File: config.mk
export PLATFORM = sky130hd
export DESIGN_NAME = input_port_fifo
export DESIGN_NICKNAME = d
export VERILOG_FILES = /design/src/rtl/input_port_pkg.sv /design/src/rtl/input_port_chan.sv /design/src/rtl/input_port_fifo.sv
export SDC_FILE = /design/constraint.sdc
export NUM_CORES = 1
export LEC_CHECK = 0
export BUFFER_PORTS_ARGS = -buffer_cell sky130_fd_sc_hd__buf_2
export CORE_ASPECT_RATIO = 0.9
export CORE_MARGIN = 8
export CORE_UTILIZATION = 40
export DETAILED_ROUTE_END_ITERATION = 8
export MAX_ROUTING_LAYER = met4
export SLEW_MARGIN = 40
export SYNTH_ARGS = -nofsm -noshare
export SYNTH_HDL_FRONTEND = slang
export SYNTH_SLANG_ARGS = --single-unit
File: constraint.sdc
create_clock -name clk -period 2.6 [get_ports clk]
set_input_delay 0.52 -clock clk [delete_from_list [all_inputs] [get_ports clk]]
set_output_delay 0.52 -clock clk [all_outputs]
set_load 0.1 [all_outputs]
File: src/rtl/input_port_pkg.sv
`default_nettype none
// ============================================================================
//  Module      : input_port_pkg
//  Description : Shared defaults and helpers for the buffered multi-channel
//                CPU input port (input_port_fifo / input_port_chan).
//  Contents    : DEF_WIDTH, DEF_DEPTH, DEF_CHANNELS default sizes;
//                sel_width() derives the channel-select width.
//  Revision    : 1.0 - initial release
// ============================================================================
package input_port_pkg;

    localparam int DEF_WIDTH    = 8;
    localparam int DEF_DEPTH    = 4;
    localparam int DEF_CHANNELS = 2;

    // A single channel still needs a 1-bit select port; a select value of 1
    // then simply addresses a channel that does not exist.
    function automatic int sel_width(input int channels);
        return (channels > 1) ? $clog2(channels) : 1;
    endfunction

endpackage : input_port_pkg
`default_nettype wire

File: src/rtl/input_port_chan.sv
`default_nettype none
// ============================================================================
//  Module      : input_port_chan
//  Description : One input channel: circular-buffer FIFO with sticky overflow.
//  Ports       : clk, rst_n      - clock, asynchronous active-low reset
//                i_data          - byte to push
//                i_write         - push strobe (dropped when full, unless
//                                  a pop frees a slot in the same cycle)
//                i_read          - pop strobe (already qualified by select)
//                i_clear_ovf     - clear overflow (already qualified)
//                o_head          - entry at the read pointer
//                o_pop           - a pop is taken this cycle
//                o_empty/o_full  - occupancy flags from the registered count
//                o_overflow      - sticky: a write was dropped
//  Revision    : 1.0 - initial release
// ============================================================================
module input_port_chan
    import input_port_pkg::*;
#(
    parameter int WIDTH = DEF_WIDTH,
    parameter int DEPTH = DEF_DEPTH
) (
    input  logic             clk,
    input  logic             rst_n,
    input  logic [WIDTH-1:0] i_data,
    input  logic             i_write,
    input  logic             i_read,
    input  logic             i_clear_ovf,
    output logic [WIDTH-1:0] o_head,
    output logic             o_pop,
    output logic             o_empty,
    output logic             o_full,
    output logic             o_overflow
);

    localparam int PTRW = $clog2(DEPTH);
    localparam int CNTW = PTRW + 1;
    localparam logic [CNTW-1:0] C_DEPTH = CNTW'(DEPTH);

    logic [WIDTH-1:0] r_mem [DEPTH];
    logic [PTRW-1:0]  r_wr_ptr;
    logic [PTRW-1:0]  r_rd_ptr;
    logic [CNTW-1:0]  r_count;
    logic             r_overflow;

    logic w_empty;
    logic w_full;
    logic w_pop;
    logic w_push;
    logic w_drop;

    assign w_empty = (r_count == '0);
    assign w_full  = (r_count == C_DEPTH);

    // No bypass: a read on an empty FIFO is ignored even if a write lands
    // in the same cycle. A pop on a full FIFO frees the slot the
    // simultaneous write needs, so that write is accepted.
    assign w_pop  = i_read && !w_empty;
    assign w_push = i_write && (!w_full || w_pop);
    assign w_drop = i_write && !w_push;

    // Storage carries no reset; its contents are don't-care until written.
    always_ff @(posedge clk) begin
        if (w_push) begin
            r_mem[r_wr_ptr] <= i_data;
        end
    end

    // DEPTH is a power of two, so the pointers wrap DEPTH-1 -> 0 naturally.
    always_ff @(posedge clk or negedge rst_n) begin
        if (!rst_n) begin
            r_wr_ptr   <= '0;
            r_rd_ptr   <= '0;
            r_count    <= '0;
            r_overflow <= 1'b0;
        end else begin
            if (w_push) begin
                r_wr_ptr <= r_wr_ptr + PTRW'(1);
            end
            if (w_pop) begin
                r_rd_ptr <= r_rd_ptr + PTRW'(1);
            end
            case ({w_push, w_pop})
                2'b10:   r_count <= r_count + CNTW'(1);
                2'b01:   r_count <= r_count - CNTW'(1);
                default: r_count <= r_count;
            endcase
            // A dropped write in the same cycle as a clear keeps the flag set.
            if (w_drop) begin
                r_overflow <= 1'b1;
            end else if (i_clear_ovf) begin
                r_overflow <= 1'b0;
            end
        end
    end

    assign o_head     = r_mem[r_rd_ptr];
    assign o_pop      = w_pop;
    assign o_empty    = w_empty;
    assign o_full     = w_full;
    assign o_overflow = r_overflow;

endmodule : input_port_chan
`default_nettype wire

File: src/rtl/input_port_fifo.sv
`default_nettype none
// ============================================================================
//  Module      : input_port_fifo
//  Description : Buffered multi-channel CPU input port. Each channel queues
//                external bytes in its own FIFO; the CPU pops one selected
//                channel at a time through a registered output.
//  Ports       : clk, rst_n      - clock, asynchronous active-low reset
//                i_data          - channel c data at [c*WIDTH +: WIDTH]
//                i_write         - per-channel push strobes
//                i_sel           - channel addressed by i_read/i_clear_ovf
//                i_read          - pop strobe for channel i_sel
//                i_clear_ovf     - clear overflow flag of channel i_sel
//                o_data          - last value popped (registered)
//                o_valid         - one-cycle pulse: o_data updated
//                o_empty/o_full  - per-channel occupancy flags
//                o_overflow      - per-channel sticky drop flags
//  Revision    : 1.0 - initial release
// ============================================================================
module input_port_fifo
    import input_port_pkg::*;
#(
    parameter  int WIDTH    = DEF_WIDTH,
    parameter  int DEPTH    = DEF_DEPTH,
    parameter  int CHANNELS = DEF_CHANNELS,
    localparam int SELW     = sel_width(CHANNELS)
) (
    input  logic                      clk,
    input  logic                      rst_n,
    input  logic [CHANNELS*WIDTH-1:0] i_data,
    input  logic [CHANNELS-1:0]       i_write,
    input  logic [SELW-1:0]           i_sel,
    input  logic                      i_read,
    input  logic                      i_clear_ovf,
    output logic [WIDTH-1:0]          o_data,
    output logic                      o_valid,
    output logic [CHANNELS-1:0]       o_empty,
    output logic [CHANNELS-1:0]       o_full,
    output logic [CHANNELS-1:0]       o_overflow
);

    logic [WIDTH-1:0]    w_head [CHANNELS];
    logic [CHANNELS-1:0] w_read;
    logic [CHANNELS-1:0] w_clear;
    logic [CHANNELS-1:0] w_pop;
    logic [WIDTH-1:0]    w_mux;

    logic [WIDTH-1:0]    r_data;
    logic                r_valid;

    generate
        for (genvar c = 0; c < CHANNELS; c++) begin : g_chan
            // An out-of-range select matches no channel, so read and clear
            // are ignored without any extra range check.
            assign w_read[c]  = i_read      && (int'(i_sel) == c);
            assign w_clear[c] = i_clear_ovf && (int'(i_sel) == c);

            input_port_chan #(
                .WIDTH (WIDTH),
                .DEPTH (DEPTH)
            ) u_chan (
                .clk         (clk),
                .rst_n       (rst_n),
                .i_data      (i_data[c*WIDTH +: WIDTH]),
                .i_write     (i_write[c]),
                .i_read      (w_read[c]),
                .i_clear_ovf (w_clear[c]),
                .o_head      (w_head[c]),
                .o_pop       (w_pop[c]),
                .o_empty     (o_empty[c]),
                .o_full      (o_full[c]),
                .o_overflow  (o_overflow[c])
            );
        end
    endgenerate

    // At most one channel pops per cycle, so a priority-free OR mux works.
    always_comb begin
        w_mux = '0;
        for (int c = 0; c < CHANNELS; c++) begin
            if (w_pop[c]) begin
                w_mux = w_mux | w_head[c];
            end
        end
    end

    always_ff @(posedge clk or negedge rst_n) begin
        if (!rst_n) begin
            r_data  <= '0;
            r_valid <= 1'b0;
        end else begin
            r_valid <= |w_pop;
            if (|w_pop) begin
                r_data <= w_mux;
            end
        end
    end

    assign o_data  = r_data;
    assign o_valid = r_valid;

endmodule : input_port_fifo
`default_nettype wire

==> results.cfg, run 1 <==
[timing]
max_freq_mhz = 408
tightestPinTransition_ps = 623
period_share = 0.942
relSlewSlack = 0.584
finalSetupViolCount = 0
period_needed_ps = 2450
finalHoldViolCount = 0
skew_ps = 11.0
drv_slew = 0
setup_tns_ps = 0
rsz0062_at_grt = no

[pwr]
power.leakage_uw = 0.00162
p_per_area_mw_per_mm2 = 1230
max-vdd-ir-drop_uv = 763

[floorplanning]
die_h_um = 109
design.core.area_mm2 = 0.00949
start_util = 0.403
die-area_mm2 = 0.0130
fp.dieW_um = 119
rows = 34
io_pins = 38

[setup_path]
path_buf_inv = 2
r2r-end = g_chan[0].u_chan.r_count[2]
reg2reg_from = g_chan[0].u_chan.r_count[0]
path_delay_family = buffers and inverters
cp_data_arrival_time_ps = 1930
end_kind = output port
reg2reg_slack_ps = 420
cp.required_ps = 2080
cp-startpoint = g_chan[0].u_chan.r_count[1]
cp-start-kind = register
path_depth = 3
r2r_cells = 9
crit_fanout = 10
slowest_stage = or3_1
setup.worst_path.end = o_empty[0]
critical_path_class = reg2out
cp_cell_sequence = or3_1 -> inv_1 -> buf_2
cpPeakStageDelay_ps = 550

[yosys]
yosysTopAreaCell = edfxtp_1
synth_ff_type = edfxtp_1
ys_top_cells_by_area = edfxtp_1, dfrtp_1, mux4_2
syn-num-nets = 271
synth_edf_count = 64
netlist.area_leader.share = 0.502
synthTopCellsByCount = edfxtp_1, dfrtp_1, inv_1, mux4_2, nand2_1
syn_area_mm2 = 0.00383
synthDistinctLibCells = 43
ys_ff_latch = 89
yosysSeqAreaShare = 0.666
syn_inst = 237
async_reset_ff_frac = 0.281
ys_warn_count = 0
yosysMostFrequentCell = edfxtp_1
avgSynthCellArea_um2 = 16.1

[routing]
vias = 1965
drc_errors = 0
drt-total-wl_um = 6660
vias_per_cell = 4.91
ant_nets = 0
wl_per_cell_um = 16.6
firstDrtPassIters = 4
first_iter_violations = 72

[min_path]
hold_path.class = in2async

[cts]
post-cts-setup-buffer-count = 0
hold_buffers = 0
cts_buffer_depth = 2
clk_transition_reported_paths_ps = 100
htreeDepth = 3
cts_tree = done
cts.sinks = 89
cts_resized = 0
cts_root_buf = clkbuf_8
cts_made_buffers = 9
clock_latency_ps = 350

[place]
gp_congestion = 0.729
port_buffers = 37
place.detailed.hpwl_um = 4760

[global_route]
grt_usage = 0.116
overflow = 0
first_global_vias = 2105
antenna_found_initial = 0
grt_first_pass_wirelength_um = 11100
grt_max_degree = 26

[run]
cap_violations = 0

[cells_and_area]
final_util = 0.452
drive_gt1_frac = 0.303
area_growth_pct = 12.0
nets = 303
diodes = 0
fillCellCount = 839

[run_status]
status = finished clean
==> placed cells by master (no fill, tap or decap), types with 2 or more instances in the layout <==
| master | n |
|---|---|
| buf_2 | 37 |
| fa_1 | 2 |
| and2_2 | 4 |
| xnor2_1 | 7 |
| nand3_1 | 9 |
| nand2_1 | 11 |
| dfrtp_1 | 25 |
| nor3_1 | 3 |
| and2_1 | 4 |
| o211ai_1 | 9 |
| nand2b_1 | 3 |
| edfxtp_1 | 64 |
| a21oi_1 | 2 |
| o221ai_1 | 2 |
| inv_6 | 2 |
| ha_1 | 9 |
| xor2_1 | 4 |
| clkbuf_8 | 9 |
| mux4_2 | 16 |
| inv_1 | 22 |
| nor2_1 | 2 |
==> layer usage <==
layer	part of all wire	GRT usage	up-vias	routed length, um
met5	0	-	-	0
met4	0.0095	0.0361	0	63
met3	0.063	0.0466	7	421
met2	0.46	0.172	45	3050
met1	0.47	0.144	975	3120
li1	-	-	938	-
==> worst min-delay path by stage <==
stage                                            from                          end  cells after the start
after floorplan                                 rst_n  g_chan[0].u_chan.o_overflow                      0
after global placement    g_chan[0].u_chan.r_count[2]  g_chan[0].u_chan.r_count[2]                      1
after detailed placement  g_chan[0].u_chan.r_count[2]  g_chan[0].u_chan.r_count[2]                      1
after CTS                                       rst_n                    o_data[5]                      1
after global routing                            rst_n                    o_data[1]                      1
final                                           rst_n                    o_data[5]                      1
==> state kept, by name, summed over array words and instances, names as in the netlist <==
name / count
g_chan.u_chan.o_overflow: 2
g_chan.u_chan.r_count: 6
g_chan.u_chan.r_mem: 64
o_data: 8
o_valid: 1
g_chan.u_chan.r_rd_ptr: 4
g_chan.u_chan.r_wr_ptr: 4
==> metrics by stage <==
step / hold slack (ps) / setup WS [ps] / instance area (um2) / total power (uW) / instances
floorplan: 224 / 454 / 3830 / 4000 / 237
global placement: 477 / 454 / 4080 / 4340 / 384
detailed placement: 473 / 414 / 4080 / 4370 / 384
CTS: 157 / 127 / 4280 / 5340 / 400
global route: 175 / 62.4 / 4280 / 5580 / 400
finish: 153 / 152 / 4280 / 5250 / 400
==> power breakdown <==
group          total (uW)  internal [uW]  switching [uW]  leakage (uW)
clock                 962            460             502     0.0000994
sequential           2270           1940             333      0.000885
combinational        2020            667            1350      0.000639
==> area by class of cell <==
class / instances / area [um2] / share of cell area
tap: 126 / 158 / 0.0368
multi-input combinational: 109 / 1100 / 0.257
clock inverter: 6 / 75.1 / 0.0175
clock buffer: 10 / 128 / 0.0298
inverter: 22 / 82.6 / 0.0193
sequential: 89 / 2550 / 0.595
timing repair buffer: 38 / 193 / 0.0450
==> logic make-up after synthesis <==
logic type	after synthesis	share of synthesized area
multiplexers	19	0.104
buffers and inverters	39	0.0464
AO/OA/AOI/OAI	25	0.0569
flip-flops	89	0.666
XOR/XNOR	11	0.0252
adder cells (fa/ha/maj)	11	0.0399
AND/OR/NAND/NOR	43	0.0621
==> worst register-to-register path, cell delays in order (launching register included) <==
cell,delay [ps]
dfrtp_1,400
or3_1,340
inv_1,140
nor2_1,200
ha_1,210
inv_1,60
fa_1,370
xor2_1,150
nor2_1,110
xor2_1,140
(Power assumes the default switching activity.)
==> inputs of run 2 (changes only) <==
--- a/config.mk
+++ b/config.mk
@@ -5,6 +5,7 @@
 export SDC_FILE = /design/constraint.sdc
 export NUM_CORES = 1
 export LEC_CHECK = 0
+export ABC_AREA = 1
 export BUFFER_PORTS_ARGS = -buffer_cell sky130_fd_sc_hd__buf_2
 export CORE_ASPECT_RATIO = 0.9
 export CORE_MARGIN = 8
==> results.cfg, run 2 <==
[routing]
vias = 2406
drc_errors = 0
drt-total-wl_um = 7170
first_iter_violations = 136
firstDrtPassIters = 5
wl_per_cell_um = 14.0
ant_nets = 0
vias_per_cell = 4.69

[cts]
cts.sinks = 89
cts_tree = done
clock_latency_ps = 350
cts_resized = 0
htreeDepth = 3
cts_root_buf = clkbuf_8
post-cts-setup-buffer-count = 0
cts_made_buffers = 9
hold_buffers = 0
clk_transition_reported_paths_ps = 90
cts_buffer_depth = 2

[yosys]
ys_top_cells_by_area = edfxtp_1, dfrtp_1, o21ai_0
async_reset_ff_frac = 0.281
syn_area_mm2 = 0.00386
synthTopCellsByCount = edfxtp_1, nor2_1, o21ai_0, nand2_1
netlist.area_leader.share = 0.497
ys_ff_latch = 89
syn-num-nets = 374
ys_warn_count = 0
yosysMostFrequentCell = edfxtp_1
synth_edf_count = 64
yosysSeqAreaShare = 0.659
avgSynthCellArea_um2 = 11.4
synthDistinctLibCells = 26
yosysTopAreaCell = edfxtp_1
synth_ff_type = edfxtp_1
syn_inst = 340

[floorplanning]
io_pins = 38
design.core.area_mm2 = 0.00953
die-area_mm2 = 0.0131
fp.dieW_um = 120
rows = 34
start_util = 0.405
die_h_um = 109

[pwr]
p_per_area_mw_per_mm2 = 1230
power.leakage_uw = 0.00179
finalPower_uw = 5320
p_sw_frac = 0.465
clkPwrFrac = 0.161
seq_power_share = 0.413
internal_power_uw = 2850
max-vdd-ir-drop_uv = 1040
p_sw_uw = 2470
p_comb_frac = 0.426

[global_route]
antenna_found_initial = 0
overflow = 0
grt_max_degree = 26
grt_usage = 0.124
grt_first_pass_wirelength_um = 12200
first_global_vias = 2450

[cells_and_area]
drive_gt1_frac = 0.222
top_register = g_chan.u_chan.r_mem
diodes = 0
area_growth_pct = 12.1
final_common_cell = edfxtp_1
final_cell_mix = edfxtp_1, nor2_1, o21ai_0
fin_cells = 513
nets = 416
largest_reg_flops = 64

[place]
gp_congestion = 0.769
port_buffers = 37
dpl.cell_count = 497
place.detailed.hpwl_um = 4980
pre_cts_slack_ps = 424

[run_status]
status = finished clean

[timing]
period_share = 0.781
skew_ps = 7.49
setup_tns_ps = 0
tightestPinTransition_ps = 584
finalSetupViolCount = 0
drv_slew = 0
rsz0062_at_grt = no
max_freq_mhz = 492
period_needed_ps = 2030
fin_ws_ps = 569
relSlewSlack = 0.610
finalHoldViolCount = 0

[setup_path]
cp-start-kind = register
crit_fanout = 4
slowest_stage = buf_2
cp.required_ps = 2080
cp_cell_sequence = nor3_2 -> buf_2
end_kind = output port
cpPeakStageDelay_ps = 470
critical_path_class = reg2out
cp_data_arrival_time_ps = 1510

[run]
cap_violations = 0

[min_path]
hold_path.class = in2async
-- run 2: cell types whose count changed after synthesis, sizes merged, moves of 9 or more --
cell | before | now
o211ai | 9 | 0
and2 | 9 | 0
nor2 | 2 | 66
mux4 | 16 | 0
o21ai | 1 | 52
nand2 | 11 | 46
inv | 22 | 33
-- run 2: through the flow --
stage | util | hold slack (ps) | instance area, um2
floorplan | - | 224 | 3860
global placement | 0.436 | 461 | 4160
detailed placement | 0.436 | 470 | 4160
CTS | 0.454 | 176 | 4330
global route | 0.454 | 194 | 4330
finish | 0.454 | 154 | 4330
-- run 2: kinds of logic (layout without fill, tap and decap cells) --
| group | count (synthesis) | count (layout) | share of synthesized area |
|---|---|---|---|
| adders and majority gates | 11 | 11 | 0.0395 |
| xor gates and xnor gates | 7 | 7 | 0.0159 |
| AOI/OAI and AO/OA | 55 | 55 | 0.0722 |
| and+or+nand+nor | 129 | 129 | 0.148 |
| buffers and inverters | 49 | 96 | 0.0654 |
| DFF | 89 | 89 | 0.659 |
-- run 2: area by class of cell --
cell class	instances	area [um2]
Fill cell	898	5200
Sequential cell	89	2550
Multi-Input combinational cell	202	1060
Timing Repair Buffer	47	260
Tap cell	126	158
Inverter	33	126
Clock buffer	9	124
Clock inverter	7	51.3
-- run 2: critical path, delay by kind of cell, from the launching register on --
kind | cells | cell delay, ps
buffers and inverters | 1 | 470
DFF | 1 | 420
and+or+nand+nor | 1 | 260
-- run 2: worst paths after layout --
path / startpoint / end / slack (ps) / cells after the start
worst max-delay path: g_chan[0].u_chan.r_count[1] / o_full[0] / 570 / 2
worst min-delay path: rst_n / g_chan[1].u_chan.r_wr_ptr[1] / 150 / 1
worst max register to register: g_chan[0].u_chan.r_count[1] / g_chan[0].u_chan.r_count[2] / 590 / 9
worst min register to register: g_chan[0].u_chan.o_overflow / g_chan[0].u_chan.o_overflow / 490 / 2
max in group asynchronous: rst_n / g_chan[0].u_chan.r_wr_ptr[1] / 2050 / 1
min in group clk: i_data[10] / g_chan[1].u_chan.r_mem[2][2] / 370 / 1
-- run 2: layer usage --
layer  track usage  routed length, um  share of wire  vias up
met5             -                  0              0        -
met4        0.0445                 97          0.014        0
met3        0.0383                349          0.049       10
met2         0.188               3210           0.45       49
met1         0.155               3520           0.49     1141
li1              -                  -              -     1206
-- run 2: power by group through the flow --
stage,clock network [uW],registers (uW),logic [uW]
5_1_grt,931,2250,2520
3_5_place_dp,0,2230,2300
6_report,856,2200,2270
2_1_floorplan,0,2570,1520
4_1_cts,879,2210,2310
3_3_place_gp,0,2230,2260
